===== src/rtl/mem_access_ctrl.sv =====
// mem_access_ctrl: MEM-stage data-memory access sequencer (req/gnt/rvalid) with pipeline stall.
// Optional watchdog is built in when MEM_TIMEOUT_EN is defined.
module mem_access_ctrl #(
  parameter int unsigned ADDR_W         = 32,
  parameter int unsigned DATA_W         = 32,
  parameter int unsigned TIMEOUT_CYCLES = 255
) (
  input  logic              clk,
  input  logic              rst,
  input  logic              memReadM,
  input  logic              memWriteM,
  input  logic              flushM,
  input  logic [ADDR_W-1:0] ALUResultM,
  input  logic [DATA_W-1:0] writeDataM,
  input  logic              memGnt,
  input  logic              memRValid,
  input  logic [DATA_W-1:0] memRData,
  output logic              memReq,
  output logic              memWe,
  output logic [ADDR_W-1:0] memAddr,
  output logic [DATA_W-1:0] memWData,
  output logic              stallM,
  output logic              bubbleW,
  output logic [DATA_W-1:0] RDM,
  output logic              memErr
);

  typedef enum logic [2:0] {
    S_IDLE,
    S_REQ,
    S_WAIT,
    S_DONE,
    S_DROP
  } state_t;

  state_t state;
  logic   access;
  logic   busy;
  logic   timeout;
  logic   tmo_fire;

  if (TIMEOUT_CYCLES == 0) begin : g_bad_timeout
    $error("mem_access_ctrl: TIMEOUT_CYCLES must be nonzero");
  end

  assign access  = (memReadM | memWriteM) & ~flushM;
  assign busy    = (state == S_REQ) | (state == S_WAIT) | (state == S_DROP);
  assign stallM  = ((state == S_IDLE) & access) | busy;
  assign bubbleW = stallM;

  // Watchdog only acts when no handshake event resolves the state this cycle.
  assign tmo_fire = timeout & (((state == S_REQ)  & ~memGnt    & ~flushM) |
                               ((state == S_WAIT) & ~memRValid & ~flushM) |
                               ((state == S_DROP) & ~memRValid));

`ifdef MEM_TIMEOUT_EN
  localparam int unsigned CNT_LOG = $clog2(TIMEOUT_CYCLES + 1);
  localparam int unsigned CNT_W   = (CNT_LOG > 8) ? CNT_LOG : 8;

  logic [CNT_W-1:0] cnt;
  logic             err;

  assign timeout = (cnt == CNT_W'(TIMEOUT_CYCLES - 1));
  assign memErr  = err;

  // Counter is cleared in IDLE, so it restarts on every entry to REQ.
  always_ff @(posedge clk) begin
    if (!rst) begin
      cnt <= '0;
      err <= 1'b0;
    end else begin
      cnt <= busy ? cnt + CNT_W'(1) : '0;
      err <= tmo_fire;
    end
  end
`else
  assign timeout = 1'b0;
  assign memErr  = 1'b0;
`endif

  always_ff @(posedge clk) begin
    if (!rst) begin
      state    <= S_IDLE;
      memReq   <= 1'b0;
      memWe    <= 1'b0;
      memAddr  <= '0;
      memWData <= '0;
      RDM      <= '0;
    end else if (tmo_fire) begin
      memReq <= 1'b0;
      RDM    <= '0;
      state  <= (state == S_DROP) ? S_IDLE : S_DONE;
    end else begin
      unique case (state)
        S_IDLE: begin
          if (access) begin
            memAddr  <= ALUResultM;
            memWData <= writeDataM;
            memWe    <= memWriteM;
            memReq   <= 1'b1;
            state    <= S_REQ;
          end
        end
        S_REQ: begin
          if (memGnt) begin
            memReq <= 1'b0;
            state  <= flushM ? S_DROP : S_WAIT;
          end else if (flushM) begin
            memReq <= 1'b0;
            state  <= S_IDLE;
          end
        end
        S_WAIT: begin
          if (memRValid) begin
            if (!memWe) begin
              RDM <= memRData;
            end
            state <= S_DONE;
          end else if (flushM) begin
            state <= S_DROP;
          end
        end
        // Granted transaction was squashed: swallow its response.
        S_DROP: begin
          if (memRValid) begin
            state <= S_IDLE;
          end
        end
        S_DONE: state <= S_IDLE;
        default: state <= S_IDLE;
      endcase
    end
  end

endmodule


===== config.mk =====
export PLATFORM = sky130hd
export DESIGN_NAME = mem_access_ctrl
export DESIGN_NICKNAME = d
export VERILOG_FILES = /design/src/rtl/mem_access_ctrl.sv
export SDC_FILE = /design/constraint.sdc
export NUM_CORES = 1
export LEC_CHECK = 0
export CAP_MARGIN = 0
export CORE_MARGIN = 5
export CORE_UTILIZATION = 25
export CTS_BUF_LIST = sky130_fd_sc_hd__clkbuf_2
export CTS_CLUSTER_DIAMETER = 50
export DETAILED_ROUTE_END_ITERATION = 16
export PLACE_DENSITY = 0.63
export SYNTH_ARGS = -nofsm -noshare
export SYNTH_HDL_FRONTEND = slang
export SYNTH_SLANG_ARGS = --single-unit
export TNS_END_PERCENT = 30

===== constraint.sdc =====
create_clock -name clk -period 3.8 [get_ports clk]
set_input_delay 0.76 -clock clk [delete_from_list [all_inputs] [get_ports clk]]
set_output_delay 0.76 -clock clk [all_outputs]
set_load 0.02 [all_outputs]

==> summary.md <==
| Metric | Value |
|---|---|
| Chip Height | `139 um` |
| Kind of end point of the critical path | `primary output` |
| Antenna Violating Nets Remaining | `0` |
| Synth Instances | `454` |
| Number of synthesized register bits | `between 100 and 150` |
| Core ar. | `approximately 16000 sq um` |
| Post-CTS Setup Bufs | `0` |
| Largest net degree at the start of global routing | `115` |
| Pwr Density | `~340 nW/um^2` |
| Worst-case clock buffer depth | `2` |
| Initial antenna violation count | `0` |
| Clock Latency Late Sink | `590 ps` |
| Met2 wire len | `5720 um` |
| Cell Area, Synth | `4180 sq um` |
| WL met3 | `946 um` |
| Synth area leaders | `dfxtp_1 48%, mux2i_1 23%, nand2_1 17%` |
| Post-synth top area share | `48.4%` |
| Post-synth EDFFs | `0` |
| Status | `finished clean` |
| Maxcap violations | `0` |
| RSZ-0062 raised after global routing | `no` |
| Final worst-path cycle share | `approximately 84%` |
| Wirelength per Cell | `13.7 um` |
| Clock transition at path regs | `230 ps` |
| Vias per cell | `approximately 4.2` |
| Int Power | `around 1.6 mW` |
| Root buf cell | `clkbuf_2` |
| I/O pin cnt | `between 200 and 250` |
| Nets | `741` |
| Async set or reset register ratio after synthesis | `0%` |
| Slew Limit Fails | `0` |
| H-tree depth | `3` |
| Cts bufs inserted | `9` |
| Switching portion of total power | `about 28%` |
| Peak supply drop | `between 0.00015 and 0.0002 V` |
| Main flop type after synthesis | `dfxtp_1` |
| CP max-delay cell | `clkdlybuf4s50_1` |
| Clk_skew | `between 30 and 40 ps` |
| Hold Vio Cnt, Final | `0` |
| Most instantiated library cell after synthesis | `nand2_1` |
| Detailed placement HPWL | `8720 um` |
| Psw | `about 0.61 mW` |
| Area grow syn2layout | `53.1%` |
| # fillers | `1602` |
| Slew Limit Headroom | `47.5%` |
| Full die area | `19400 sq um` |
| Final min period | `3180 ps` |
| Sequential fraction of the synthesis area | `48.4%` |
| Total wire length | `about 12000 um` |
| I/O Buffers | `202` |
| Std-Cell Rows | `47` |
| Hold buffers post-CTS | `0` |
| Slew @ Worst Pin | `between 700 and 800 ps` |
| Max Fclk | `315 MHz` |
| First-pass GRT wire length | `19000 um` |
| Critical Path RT | `roughly 3000 ps` |
| Syn_nets | `557` |
| Reg power frac | `a little over half` |
| Final setup TNS | `0 ps` |
| Crit-path cells | `clkdlybuf4s50_1, o21bai_1, a21oi_1, clkdlybuf4s50_1` |
| Grt ovf | `0` |
| Die W | `139 um` |
| Most used cell, CP | `clkdlybuf4s50_1` |
| PostCTS Resize Cnt | `0` |
| Initial Utilization | `roughly 25%` |
| Util after Layout | `38.9%` |
| Critical path start-end classification | `in -> out` |
| Wl on met1 | `5030 um` |
| Comb pwr share | `between 20 and 25%` |
| Placement Cell Area | `6270 sq um` |
| Share of cells above drive strength 1 | `4.05%` |
| Max Fanout on Critical Path | `6` |
| Warning count from the yosys run | `0` |
| Drt first pass iters | `4` |
| Static Leak | `approximately 2.4 nW` |
| DR vias | `between 3000 and 4000` |
| TritonCTS clock tree | `built` |
| Clock sink count | `101` |
| Final instance area | `6400 sq um` |
| Final Wtd Congestion | `roughly 0.79` |
| Vias in the first global route | `~3700` |
| Setup violations, final | `0` |
| Clk pwr share | `26.0%` |
| Total track usage | `11.9%` |
| Remaining DRCs | `0` |
| ANT cells | `0` |
| Synth top cells by count | `194 x nand2_1, 101 x dfxtp_1, 96 x mux2i_1` |
| Slowest stage delay, CP | `around 640 ps` |
| Synth area leader | `dfxtp_1` |
| Crit path DAT | `2420 ps` |
| Syn Area/Cell | `9.20 sq um` |
| Top Metal Used | `met4` |
| Setup crit start kind | `input pin` |
| Hold crit path type | `reg -> reg` |
| Synth cell types | `31` |
| Initial detailed-routing violation count | `116` |
==> layer usage <==
metal | up-vias | global-route usage [%]
met5 | - | 0
met4 | 0 | 3.30
met3 | 9 | 4.77
met2 | 126 | 19.8
met1 | 1617 | 14.3
li1 | 1826 | -
==> stage by stage <==
stage,total power [mW],hold WS (ps),setup WS [ps],instances
after floorplan,1.42,527,1450,454
after global placement,1.64,442,677,847
after detailed placement,1.65,450,631,847
after CTS,2.25,480,618,862
after global routing,2.33,497,543,862
final,2.20,474,623,862
==> final cells by class <==
cell class	instances	area [sq um]	share of cell area (%)
timing repair buffer	208	2080	32.5
sequential	101	2020	31.6
multi-input combinational	316	1890	29.5
tap	220	275	4.30
clock inverter	5	76.3	1.19
clock buffer	10	50.0	0.782
inverter	2	7.51	0.117
==> power by group through the flow <==
stage	combinational (mW)	clock, mW	sequential [mW]
2_1_floorplan	0.184	0	1.23
3_3_place_gp	0.476	0	1.17
3_5_place_dp	0.482	0	1.17
4_1_cts	0.484	0.614	1.15
5_1_grt	0.511	0.657	1.16
6_report	0.476	0.572	1.15
==> placed cells by master, fill, tap and decap left out, types with 2 or more instances in the layout <==
master           count
mux2i_1             96
nor2_1               3
dfxtp_1            101
a21oi_1              3
nor4b_1              2
clkdlybuf4s50_1    201
buf_4                5
bufinv_16            2
clkbuf_2            10
nand2_1            194
inv_1                2
==> logic make-up after synthesis <==
family	share of synthesized area (%)
mux	23.0
buf+inv	6.50
simple gates	20.1
other cells	0.0897
flops	48.4
compound gates	1.65
fa+ha+maj	0.240
==> flip-flops by register name, summed over array words and instances (netlist names) <==
register	flops
RDM	32
memWData	32
memAddr	32
memWe	1
memReq	1
state	3
==> final timing paths <==
check                           depth (start not counted)  slack (ps)                   from                       end
worst max register to register                          4        2030  state[2]$_SDFFE_PN0P_  memAddr[19]$_SDFFE_PN0P_
worst min register to register                          2         470   RDM[15]$_SDFFE_PN0P_      RDM[15]$_SDFFE_PN0P_
worst max-delay path                                    4         620                 flushM                   bubbleW
worst min-delay path                                    2         470   RDM[15]$_SDFFE_PN0P_      RDM[15]$_SDFFE_PN0P_
==> worst max-delay path, delay by kind of cell <==
family                 cells  cell delay, ps
AOI/OAI and AO/OA          2             490
buffers and inverters      2            1160
No activity file was read; power rests on OpenSTA's default activity.
